`config.mk`:
```
export PLATFORM = sky130hd
export DESIGN_NAME = uart_rx
export DESIGN_NICKNAME = d
export VERILOG_FILES = /design/src/rtl/uart_pkg.sv /design/src/rtl/sync_2ff.sv /design/src/rtl/uart_rx.sv
export SDC_FILE = /design/constraint.sdc
export NUM_CORES = 1
export LEC_CHECK = 0
export CAP_MARGIN = 20
export CORE_MARGIN = 1.5
export CORE_UTILIZATION = 45
export DETAILED_ROUTE_END_ITERATION = 7
export GPL_ROUTABILITY_DRIVEN = 1
export GPL_TIMING_DRIVEN = 0
export MAX_ROUTING_LAYER = met4
export PLACE_DENSITY = 0.73
export SYNTH_ARGS = -nofsm -noshare
export SYNTH_HDL_FRONTEND = slang
export SYNTH_SLANG_ARGS = --single-unit
```
`constraint.sdc`:
```
create_clock -name clk -period 2.1 [get_ports clk]
set_input_delay 0.525 -clock clk [delete_from_list [all_inputs] [get_ports clk]]
set_output_delay 0.525 -clock clk [all_outputs]
set_load 0.03 [all_outputs]
```
`src/rtl/uart_pkg.sv`:
```
// uart_pkg: shared UART state encoding, defaults and baud helper
package uart_pkg;
  typedef enum logic [2:0] {
    IDLE  = 3'd0,
    START = 3'd1,
    DATA  = 3'd2,
    STOP  = 3'd3,
    BREAK = 3'd4
  } rx_state_t;
  localparam int DEF_OVERSAMPLE = 16;
  localparam int DEF_DATA_BITS  = 8;
  function automatic int tick_count(input int sys_clk, input int baud, input int oversample);
    return sys_clk / (baud * oversample);
  endfunction
endpackage

```
`src/rtl/sync_2ff.sv`:
```
// sync_2ff: two-flop synchronizer with configurable reset value
module sync_2ff #(
  parameter logic RST_VAL = 1'b0
) (
  input  logic clk,
  input  logic rst,
  input  logic d,
  output logic q
);
  logic meta;
  // shift the async input through two flops before anyone looks at it
  always_ff @(posedge clk or posedge rst)
    if (rst) {q, meta} <= {RST_VAL, RST_VAL};
    else     {q, meta} <= {meta, d};
endmodule

```
`src/rtl/uart_rx.sv`:
```
// uart_rx: 8N1 receiver with 16x oversampling, mid-bit sampling and break hold-off
module uart_rx import uart_pkg::*; #(
  parameter int OVERSAMPLE = DEF_OVERSAMPLE,
  parameter int DATA_BITS  = DEF_DATA_BITS
) (
  input  logic                 clk,
  input  logic                 rst,
  input  logic                 sample_tick,
  input  logic                 rx,
  output logic [DATA_BITS-1:0] rx_data,
  output logic                 rx_done,
  output logic                 frame_err,
  output logic                 rx_busy
);
  localparam int TW = $clog2(OVERSAMPLE);
  localparam int BW = $clog2(DATA_BITS + 1);
  localparam logic [TW-1:0] MID  = TW'(OVERSAMPLE / 2 - 1);
  localparam logic [TW-1:0] LAST = TW'(OVERSAMPLE - 1);
  localparam logic [BW-1:0] LAST_BIT = BW'(DATA_BITS - 1);
  rx_state_t state, state_n;
  logic [TW-1:0] tick_cnt, tick_n;
  logic [BW-1:0] bit_cnt, bit_n;
  logic [DATA_BITS-1:0] shreg, shreg_n, data_n;
  logic ferr_n, done_n, rx_s;
  sync_2ff #(.RST_VAL(1'b1)) u_sync (.clk(clk), .rst(rst), .d(rx), .q(rx_s));
  assign rx_busy = state != IDLE;
  // FSM state, counters and output registers
  always_ff @(posedge clk or posedge rst)
    if (rst) begin
      state     <= IDLE;
      tick_cnt  <= '0;
      bit_cnt   <= '0;
      shreg     <= '0;
      rx_data   <= '0;
      frame_err <= 1'b0;
      rx_done   <= 1'b0;
    end else begin
      state     <= state_n;
      tick_cnt  <= tick_n;
      bit_cnt   <= bit_n;
      shreg     <= shreg_n;
      rx_data   <= data_n;
      frame_err <= ferr_n;
      rx_done   <= done_n;
    end
  // next state; everything holds between ticks and counters clear on each transition
  always_comb begin
    state_n = state;
    tick_n  = tick_cnt;
    bit_n   = bit_cnt;
    shreg_n = shreg;
    data_n  = rx_data;
    ferr_n  = frame_err;
    done_n  = 1'b0;
    if (sample_tick)
      case (state)
        IDLE: if (!rx_s) begin
          state_n = START;
          tick_n  = '0;
          bit_n   = '0;
        end
        START: if (tick_cnt == MID) begin
          state_n = rx_s ? IDLE : DATA;
          tick_n  = '0;
          bit_n   = '0;
        end else tick_n = tick_cnt + 1'b1;
        DATA: if (tick_cnt == LAST) begin
          shreg_n = {rx_s, shreg[DATA_BITS-1:1]};
          tick_n  = '0;
          bit_n   = (bit_cnt == LAST_BIT) ? '0 : bit_cnt + 1'b1;
          state_n = (bit_cnt == LAST_BIT) ? STOP : DATA;
        end else tick_n = tick_cnt + 1'b1;
        STOP: if (tick_cnt == LAST) begin
          data_n  = shreg;
          ferr_n  = ~rx_s;
          done_n  = 1'b1;
          state_n = rx_s ? IDLE : BREAK;
          tick_n  = '0;
          bit_n   = '0;
        end else tick_n = tick_cnt + 1'b1;
        BREAK: if (rx_s) begin
          state_n = IDLE;
          tick_n  = '0;
          bit_n   = '0;
        end
        default: begin
          state_n = IDLE;
          tick_n  = '0;
          bit_n   = '0;
        end
      endcase
  end
endmodule

```
==> results of run 1 <==
state kept, by name, indices dropped and copies added, names as in the netlist:
signal and cells:
rx_done 1, frame_err 1, shreg 8, u_sync.q 1, state 3, rx_data 8, u_sync.meta 1, bit_cnt 4
tick_cnt 4
area by class of cell:
class | count | area (um^2)
clock buffer | 7 | 45.0
fill | 249 | 1180
timing repair buffer | 16 | 186
clock inverter | 1 | 5.00
buffer | 4 | 27.5
sequential | 31 | 778
tap | 31 | 38.8
inverter | 6 | 22.5
multi-input combinational | 70 | 548
kinds of logic after synthesis:
logic type,after synthesis
buf+inv,10
fa+ha+maj,2
simple gates,28
xor+xnor,2
compound gates,18
flops,31
mux,20
stage by stage:
stage	TNS, ns	area (um^2)	cells
6_report	0	1650	166
5_1_grt	0	1650	166
4_1_cts	0	1630	165
3_5_place_dp	-4.24	1580	157
3_3_place_gp	-3.42	1560	156
2_1_floorplan	0	1380	111
routing by layer:
metal	vias to the layer above	part of all wire
met5	-	0
met4	0	0.0032
met3	2	0.039
met2	15	0.52
met1	454	0.44
li1	445	-
path summary, 6_finish.rpt:
path | start | to | slack (ns) | cells past startpoint
setup / recovery | sample_tick | shreg[5] | 0.14 | 4
hold / removal | u_sync.meta | u_sync.q | 0.36 | 0
setup reg to reg | state[2] | shreg[5] | 0.20 | 5
hold reg to reg | u_sync.meta | u_sync.q | 0.36 | 0
max in group asynchronous | rst | u_sync.q | 0.95 | 3
min in group asynchronous | rst | state[0] | 0.57 | 2
report_power, final:
part	leakage [nW]	internal, mW	switching [mW]	total (mW)
Sequential	0.409	0.645	0.0491	0.694
Clock	0.0293	0.130	0.188	0.318
Combinational	0.322	0.0681	0.0688	0.137
Total	0.760	0.843	0.306	1.15
cell usage after synthesis (all sizes together), types with 2 or more instances:
cell	number
dfrtp	29
mux2	19
nand2	7
nor2	7
inv	6
o21ai	6
o31ai	5
nand3	4
buf	3
a31oi	2
dfstp	2
ha	2
nor3	2
or3b	2
xnor2	2
what timing repair did:
action / CTS / global route
gates cloned: 0 / 0
endpoints found under the setup margin: 1 / 8
pin swaps: 0 / 1
gates resized for setup: 1 / 0
buffers inserted: 0 / 1
layout by cell type (no fill, tap or decap), types with 2 or more instances in the layout:
cell type	netlist	routed
clkbuf_1	1	3
clkbuf_4	0	5
clkdlybuf4s50_1	0	13
dfrtp_1	29	29
dfstp_2	2	2
ha_1	2	2
inv_1	6	6
mux2_2	19	19
nand2_1	7	7
nand3_1	4	4
nor2_1	6	6
o21ai_0	5	5
o31ai_1	5	5
xnor2_1	2	2
==> flow_summary.ini, run 1 <==
[setup_path]
critical-path-top-delay-family = simple AND/OR/NAND/NOR gates
end_kind = flop
max_stage_delay_ns = 0.58
required_ns = 2.30
crit_slowest_cell = clkdlybuf4s50_1
crit_type = primary input to flop
cp_max_fo = 8
arrival_ns = 2.17
worstSetupStartpointType = primary input
crit_buf_inv = 1
path_cells = clkdlybuf4s50_1, nand4_1, nor2_2, mux2_2

[finish]
area_growth_pct = 20.0
utilization = 0.584
drive_above_1_share = 0.274
fin_nets = 140
diodes = 0

[die]
core_area_mm2 = 0.00283
die-area_mm2 = 0.00340
die_w_um = 58.3
die_h_um = 58.3
io_pins = 15
initial_core_util = 0.487
row_count = 19

[global_routing]
grt_start_max_net_pins = 20
grt_pass1_wl_um = 4460
grt_use_met1 = 0.214
met2_usage = 0.300
grt_usage = 0.185
top_usage_layer = met2
use_met3 = 0.0747
antenna_found_initial = 0
grt-ovfl-total = 0
grt_pass1_vias = 961

[timing]
hold-worst-slack_ns = 0.362
skew_ns = 0.00596
slew_viol_final = 0
rsz0062_at_grt = no
fin_crit_ns = 1.96
worst_slew_pin_slew_ns = 0.599
max_freq_mhz = 510
relSlewSlack = 0.600
layout_worst_path_cycle_share = 0.934
setup_violations = 0
setup_ws_ns = 0.138
final_hold_viol_count = 0

[drt]
drt-total-wl_um = 2490
routedWlPerCell_um = 15.0
drtAntennaViolNets = 0
drt-initial-drc-count = 40
via_per_inst = 5.52
drt-pass1-iter-count = 4
vias = 916
drc = 0

[yosys]
yosysSeqAreaShare = 0.565
synth_fa_ha_area_frac = 0.0182
synth_mux_area_frac = 0.163
synth_xor_area_frac = 0.0127
ys_ff_latch = 31
synth.avg_cell_area_um2 = 12.4
yosys.area_share.simple = 0.114
synth_enable_flop_cells = 0
post_synth_instance_area_mm2 = 0.00138
synth_area_leaders = dfrtp_1 (53%), mux2_2 (16%), dfstp_2 (3.8%)
syn_inst = 111
ys_async_sr_fraction = 1.00
synth_compound_area_frac = 0.0909
syn_nets = 117
synth.distinct_cells = 35
yosys_warnings = 0
synth_top_cell_by_area = dfrtp_1
synth_ff_type = dfrtp_1
synth_top_family_by_area = multiplexers
synth_top_cell_area_share = 0.527

[place]
io_buffers = 14
pre_cts_ws_ns = -0.333
routabilityCongestion = 0.821
dp_hpwl_um = 1850

[cts]
clk_transition_reported_paths_ns = 0.09
numCtsBuffers = 5
clockBufferDepth = 2
clkLatencyLatePin_ns = 0.32
clock_sinks = 31
cts.htree.levels = 2
hold_buffers = 0
clock-root-buffer = clkbuf_4
cts_tree = yes

[power]
p_per_area_mw_per_mm2 = 696
p_leak_nw = 0.760
fin_total_pwr_mw = 1.15
ir_drop_mv = 0.460

[outcome]
status = finished clean

[hold_path]
hp-class = flop to flop

[job]
drv_cap = 0
No activity file was read; power rests on OpenSTA's default activity.
==> run 2, diff against run 1 <==
--- a/config.mk
+++ b/config.mk
@@ -7,12 +7,12 @@
 export LEC_CHECK = 0
 export CAP_MARGIN = 20
 export CORE_MARGIN = 1.5
-export CORE_UTILIZATION = 45
+export CORE_UTILIZATION = 31
 export DETAILED_ROUTE_END_ITERATION = 7
 export GPL_ROUTABILITY_DRIVEN = 1
 export GPL_TIMING_DRIVEN = 0
 export MAX_ROUTING_LAYER = met4
-export PLACE_DENSITY = 0.73
+export PLACE_DENSITY = 0.56
 export SYNTH_ARGS = -nofsm -noshare
 export SYNTH_HDL_FRONTEND = slang
 export SYNTH_SLANG_ARGS = --single-unit
==> run 2 against run 1 <==
Via count did not move. Register-to-register slack improved by 0.11 ns. Maximum frequency is 3.1% lower. Die area grew 43%. Power up 24%. Count of clock-buffer cells in the layout fell by 1. Hold slack lost 0.00064 ns. Critical endpoint is now rx_data[2]. Design area up 6.0%. Clock skew fell by 0.0040 ns. Critical path type unchanged. Highest routed layer unchanged. Global-route usage shrank 7.8 points. Cell count grew 13%. Non-clock buffer count did not move.
==> flow_summary.ini, run 2 (synthesis gave the netlist of run 1 again) <==
[outcome]
status = finished clean

[finish]
final_common_cell = dfrtp_1
reg_top3 = rx_data (8), shreg (8)
drive_above_1_share = 0.289
final_cell_mix = dfrtp_1 (29), mux2_2 (19), clkdlybuf4s50_1 (13)
fin_nets = 140
fin_cells = 187
diodes = 0
area_growth_pct = 27.2
nFillCells = 432
fin_area_mm2 = 0.00175

[power]
clkPwrFrac = 0.418
ir_drop_mv = 0.447
p_switching_mw = 0.331
power_frac_seq = 0.486
switching_share = 0.232
p_leak_nw = 0.793
combPwrFrac = 0.096
fin_total_pwr_mw = 1.43
intPower_mw = 1.10
p_per_area_mw_per_mm2 = 816

[drt]
vias = 916
drc = 0
drtAntennaViolNets = 0
drt-pass1-iter-count = 4
drt-total-wl_um = 2410
via_per_inst = 4.90
routedWlPerCell_um = 12.9
drt-initial-drc-count = 20

[timing]
hold-worst-slack_ns = 0.361
max_freq_mhz = 494
fin_crit_ns = 2.03
worst_slew_pin_slew_ns = 0.613
relSlewSlack = 0.591
setup_violations = 0
rsz0062_at_grt = no
slew_viol_final = 0
skew_ns = 0.00191
final_hold_viol_count = 0
layout_worst_path_cycle_share = 0.964

[setup_path]
crit_type = primary input to flop
required_ns = 2.26
path_cells = clkdlybuf4s50_1, nand4_1, nor3_4, buf_12, mux2_2
cp_max_fo = 10
crit_buf_inv = 2
arrival_ns = 2.18
crit_slowest_cell = clkdlybuf4s50_1
worstSetupStartpointType = primary input
end_kind = flop
critical-path-top-delay-family = buffers and inverters
max_stage_delay_ns = 0.59

[die]
row_count = 24
die-area_mm2 = 0.00485
initial_core_util = 0.318
io_pins = 15
core_area_mm2 = 0.00432
die_h_um = 69.6
die_w_um = 69.6

[cts]
clockBufferDepth = 2
clock_sinks = 31
cts_tree = yes
numCtsBuffers = 5
cts.htree.levels = 2
clkLatencyLatePin_ns = 0.27
clk_transition_reported_paths_ns = 0.06
clock-root-buffer = clkbuf_8

[hold_path]
hp-class = flop to flop

[global_routing]
grt_pass1_wl_um = 4110
grt_usage = 0.107
grt-ovfl-total = 0
grt_pass1_vias = 926
grt_start_max_net_pins = 19
antenna_found_initial = 0

[place]
dp.cells = 178
dp_hpwl_um = 1710
postPlaceCellArea_mm2 = 0.00161
routabilityCongestion = 0.742
io_buffers = 14

[job]
drv_cap = 0
## run 2: cell types whose count changed in the layout (fill, tap and decap cells not counted), sizes merged
cell / delta
clkbuf: -1
bufinv: +1
## run 2: final timing paths
check,to,from,depth (start not counted),slack (ns)
setup / recovery,rx_data[2],sample_tick,5,0.07
hold reg to reg,u_sync.q,u_sync.meta,0,0.36
setup reg to reg,rx_data[2],tick_cnt[0],5,0.31
max in group asynchronous,u_sync.meta,rst,3,0.89
hold / removal,u_sync.q,u_sync.meta,0,0.36
min in group asynchronous,rx_data[5],rst,2,0.63
## run 2: metrics by stage
| stage | util | setup slack (ns) | TNS (ns) |
|---|---|---|---|
| global placement | 0.366 | -0.303 | -3.87 |
| CTS | 0.404 | 0.0573 | 0 |
| floorplan | - | 0.376 | 0 |
| global route | 0.405 | 0.0107 | 0 |
| finish | 0.405 | 0.0748 | 0 |
| detailed placement | 0.372 | -0.325 | -4.46 |
## run 2: cell type report
class | instances | area (um^2) | share of cell area
clock buffers | 6 | 82.6 | 0.0472
inverters | 6 | 22.5 | 0.0129
clock inverters | 2 | 35.0 | 0.0200
plain buffers | 4 | 27.5 | 0.0157
repair buffers | 16 | 186 | 0.107
multi-input cells | 70 | 553 | 0.316
flip-flops and latches | 31 | 778 | 0.445
well taps | 52 | 65.1 | 0.0372
## run 2: routing by layer
metal / up-vias / global-route usage / part of all wire
li1: 443 / - / -
met1: 461 / 0.135 / 0.46
met2: 10 / 0.171 / 0.51
met3: 2 / 0.0320 / 0.025
met4: 0 / 0.0278 / 0.0050
met5: - / - / 0
## run 2: what timing repair did
item,CTS,global route
pin swaps,1,0
cloned,0,0
hold buffers,0,0
gates resized for setup,1,1
buffers inserted,1,0
setup endpoints to repair,9,3
## run 2: power groups by stage
stage	sequential [mW]	combinational [mW]	clock (mW)
3_3_place_gp	0.701	0.125	0
5_1_grt	0.702	0.159	0.638
3_5_place_dp	0.705	0.140	0
6_report	0.695	0.137	0.596
2_1_floorplan	0.692	0.104	0
4_1_cts	0.695	0.141	0.616
==> run 3, diff against run 2 <==
--- a/config.mk
+++ b/config.mk
@@ -6,7 +6,8 @@
 export NUM_CORES = 1
 export LEC_CHECK = 0
 export CAP_MARGIN = 20
-export CORE_MARGIN = 1.5
+export CORE_ASPECT_RATIO = 1.2
+export CORE_MARGIN = 8
 export CORE_UTILIZATION = 31
 export DETAILED_ROUTE_END_ITERATION = 7
 export GPL_ROUTABILITY_DRIVEN = 1
==> run 3 against run 2 <==
Design area increased by 1.8%. Clock power up 18%. Via count grew 2.2%. Maximum frequency barely moved. Wire length increased by 11%. Combinational power hardly changed. Clock skew rose by 0.0029 ns. Global-route usage is 2.0 points lower. Cell count rose by 2.7%. Sequential cell count did not move. Core utilization up 1.3 points.
==> flow_summary.ini, run 3 (synthesis gave the netlist of run 1 again) <==
[outcome]
status = finished clean

[power]
ir_drop_mv = 0.576
clkPwrFrac = 0.459
fin_total_pwr_mw = 1.53
combPwrFrac = 0.088
switching_share = 0.227
p_switching_mw = 0.348
intPower_mw = 1.19
p_per_area_mw_per_mm2 = 861
p_leak_nw = 0.801
power_frac_seq = 0.453

[global_routing]
grt_pass1_wl_um = 4550
grt_usage = 0.0874
grt_pass1_vias = 964
antenna_found_initial = 0
grt-ovfl-total = 0
grt_start_max_net_pins = 20

[cts]
cts.htree.levels = 2
clock-root-buffer = clkbuf_8
numCtsBuffers = 5
clockBufferDepth = 2
clkLatencyLatePin_ns = 0.28
clk_transition_reported_paths_ns = 0.07
cts_tree = yes
clock_sinks = 31

[finish]
area_growth_pct = 29.5
fin_area_mm2 = 0.00178
reg_top3 = rx_data (8), shreg (8)
final_cell_mix = dfrtp_1 (29), mux2_2 (19), clkdlybuf4s50_1 (13)
nFillCells = 401
fin_nets = 141
final_common_cell = dfrtp_1
diodes = 0
fin_cells = 192
drive_above_1_share = 0.294

[timing]
worst_slew_pin_slew_ns = 0.554
layout_worst_path_cycle_share = 0.964
final_hold_viol_count = 0
fin_crit_ns = 2.02
relSlewSlack = 0.630
setup_violations = 0
skew_ns = 0.00479
rsz0062_at_grt = yes
setup_ws_ns = 0.0756
max_freq_mhz = 494
slew_viol_final = 0

[place]
dp_hpwl_um = 1890
dp.cells = 182
routabilityCongestion = 0.754
pre_cts_ws_ns = -0.310
postPlaceCellArea_mm2 = 0.00161
io_buffers = 14

[setup_path]
r2r-end = rx_data[4]
end_kind = flop
crit_type = primary input to flop
reg2reg_slack_ns = 0.27
worstSetupStartpointType = primary input
crit_slowest_cell = clkdlybuf4s50_1
reg2reg_from = tick_cnt[0]
arrival_ns = 2.19
crit_buf_inv = 2
cp_max_fo = 10
critical-path-top-delay-family = buffers and inverters
max_stage_delay_ns = 0.59
path_cells = clkdlybuf4s50_1, nand4_1, nor3_4, buf_12, mux2_2
worstRegToRegCells = 5
required_ns = 2.27

[die]
die_h_um = 89.0
row_count = 26
core_area_mm2 = 0.00426
die_w_um = 76.8
io_pins = 15
initial_core_util = 0.323
die-area_mm2 = 0.00684

[drt]
routedWlPerCell_um = 14.0
vias = 936
via_per_inst = 4.88
drt-total-wl_um = 2680
drc = 0
drt-pass1-iter-count = 4
drtAntennaViolNets = 0
drt-initial-drc-count = 57

[hold_path]
hp-class = flop to flop
min_from = u_sync.meta
hold_end = u_sync.q
min_delay_path_depth = 0

[job]
drv_cap = 0
run 3: cell types whose count changed in the layout (fill, tap and decap cells not counted):
cell and delta:
buf_4 +1, bufinv_16 +1, clkbuf_8 -1, clkinv_2 -1, clkinvlp_4 +1
run 3: final cells by class:
cell class / instances / area [um^2] / area share
Sequential cell: 31 / 778 / 0.437
Multi-Input combinational cell: 70 / 553 / 0.310
Timing Repair Buffer: 17 / 194 / 0.109
Tap cell: 56 / 70.1 / 0.0393
Clock buffer: 5 / 68.8 / 0.0386
Clock inverter: 3 / 67.6 / 0.0379
Buffer: 4 / 27.5 / 0.0154
Inverter: 6 / 22.5 / 0.0126
run 3: power groups by stage:
| stage | logic, mW | registers [mW] | clock network [mW] |
|---|---|---|---|
| after floorplan | 0.104 | 0.692 | 0 |
| after global placement | 0.125 | 0.703 | 0 |
| after detailed placement | 0.138 | 0.707 | 0 |
| after CTS | 0.138 | 0.696 | 0.726 |
| after global routing | 0.152 | 0.705 | 0.745 |
| final | 0.135 | 0.695 | 0.703 |
run 3: worst reg2reg max path: cells and delay by family, from the launching register on:
| family | cells | cell delay, ns |
|---|---|---|
| fa+ha+maj | 1 | 0.26 |
| simple gates | 2 | 0.58 |
| buf+inv | 1 | 0.16 |
| mux | 1 | 0.33 |
| flops | 1 | 0.39 |
run 3: worst max path at each step:
stage,end,start,slack (ns),cells past startpoint
after floorplan,shreg[0],state[2],0.38,5
after global placement,rx_data[7],sample_tick,-0.30,4
after detailed placement,rx_data[0],sample_tick,-0.31,4
after CTS,shreg[3],sample_tick,0.12,4
after global routing,rx_data[1],sample_tick,-0.006,5
final,rx_data[4],sample_tick,0.08,5
run 3: what timing repair did:
action,4_1_cts,5_1_grt
hold buffers,0,0
pin swaps,1,0
resized for setup,1,1
setup buffers,2,0
setup endpoints to repair,9,4
run 3: stage by stage:
stage / TNS (ns) / hold slack, ns / util
5_1_grt: -0.0166 / 0.363 / 0.418
2_1_floorplan: 0 / 0.345 / -
3_5_place_dp: -4.05 / 0.349 / 0.379
6_report: 0 / 0.357 / 0.418
4_1_cts: 0 / 0.360 / 0.417
3_3_place_gp: -3.78 / 0.347 / 0.372
run 3: layer usage:
layer,track usage,vias up,share of wire
met5,-,-,0
met4,0.0473,0,0.019
met3,0.0342,6,0.047
met2,0.147,15,0.51
met1,0.0868,468,0.43
li1,-,447,-
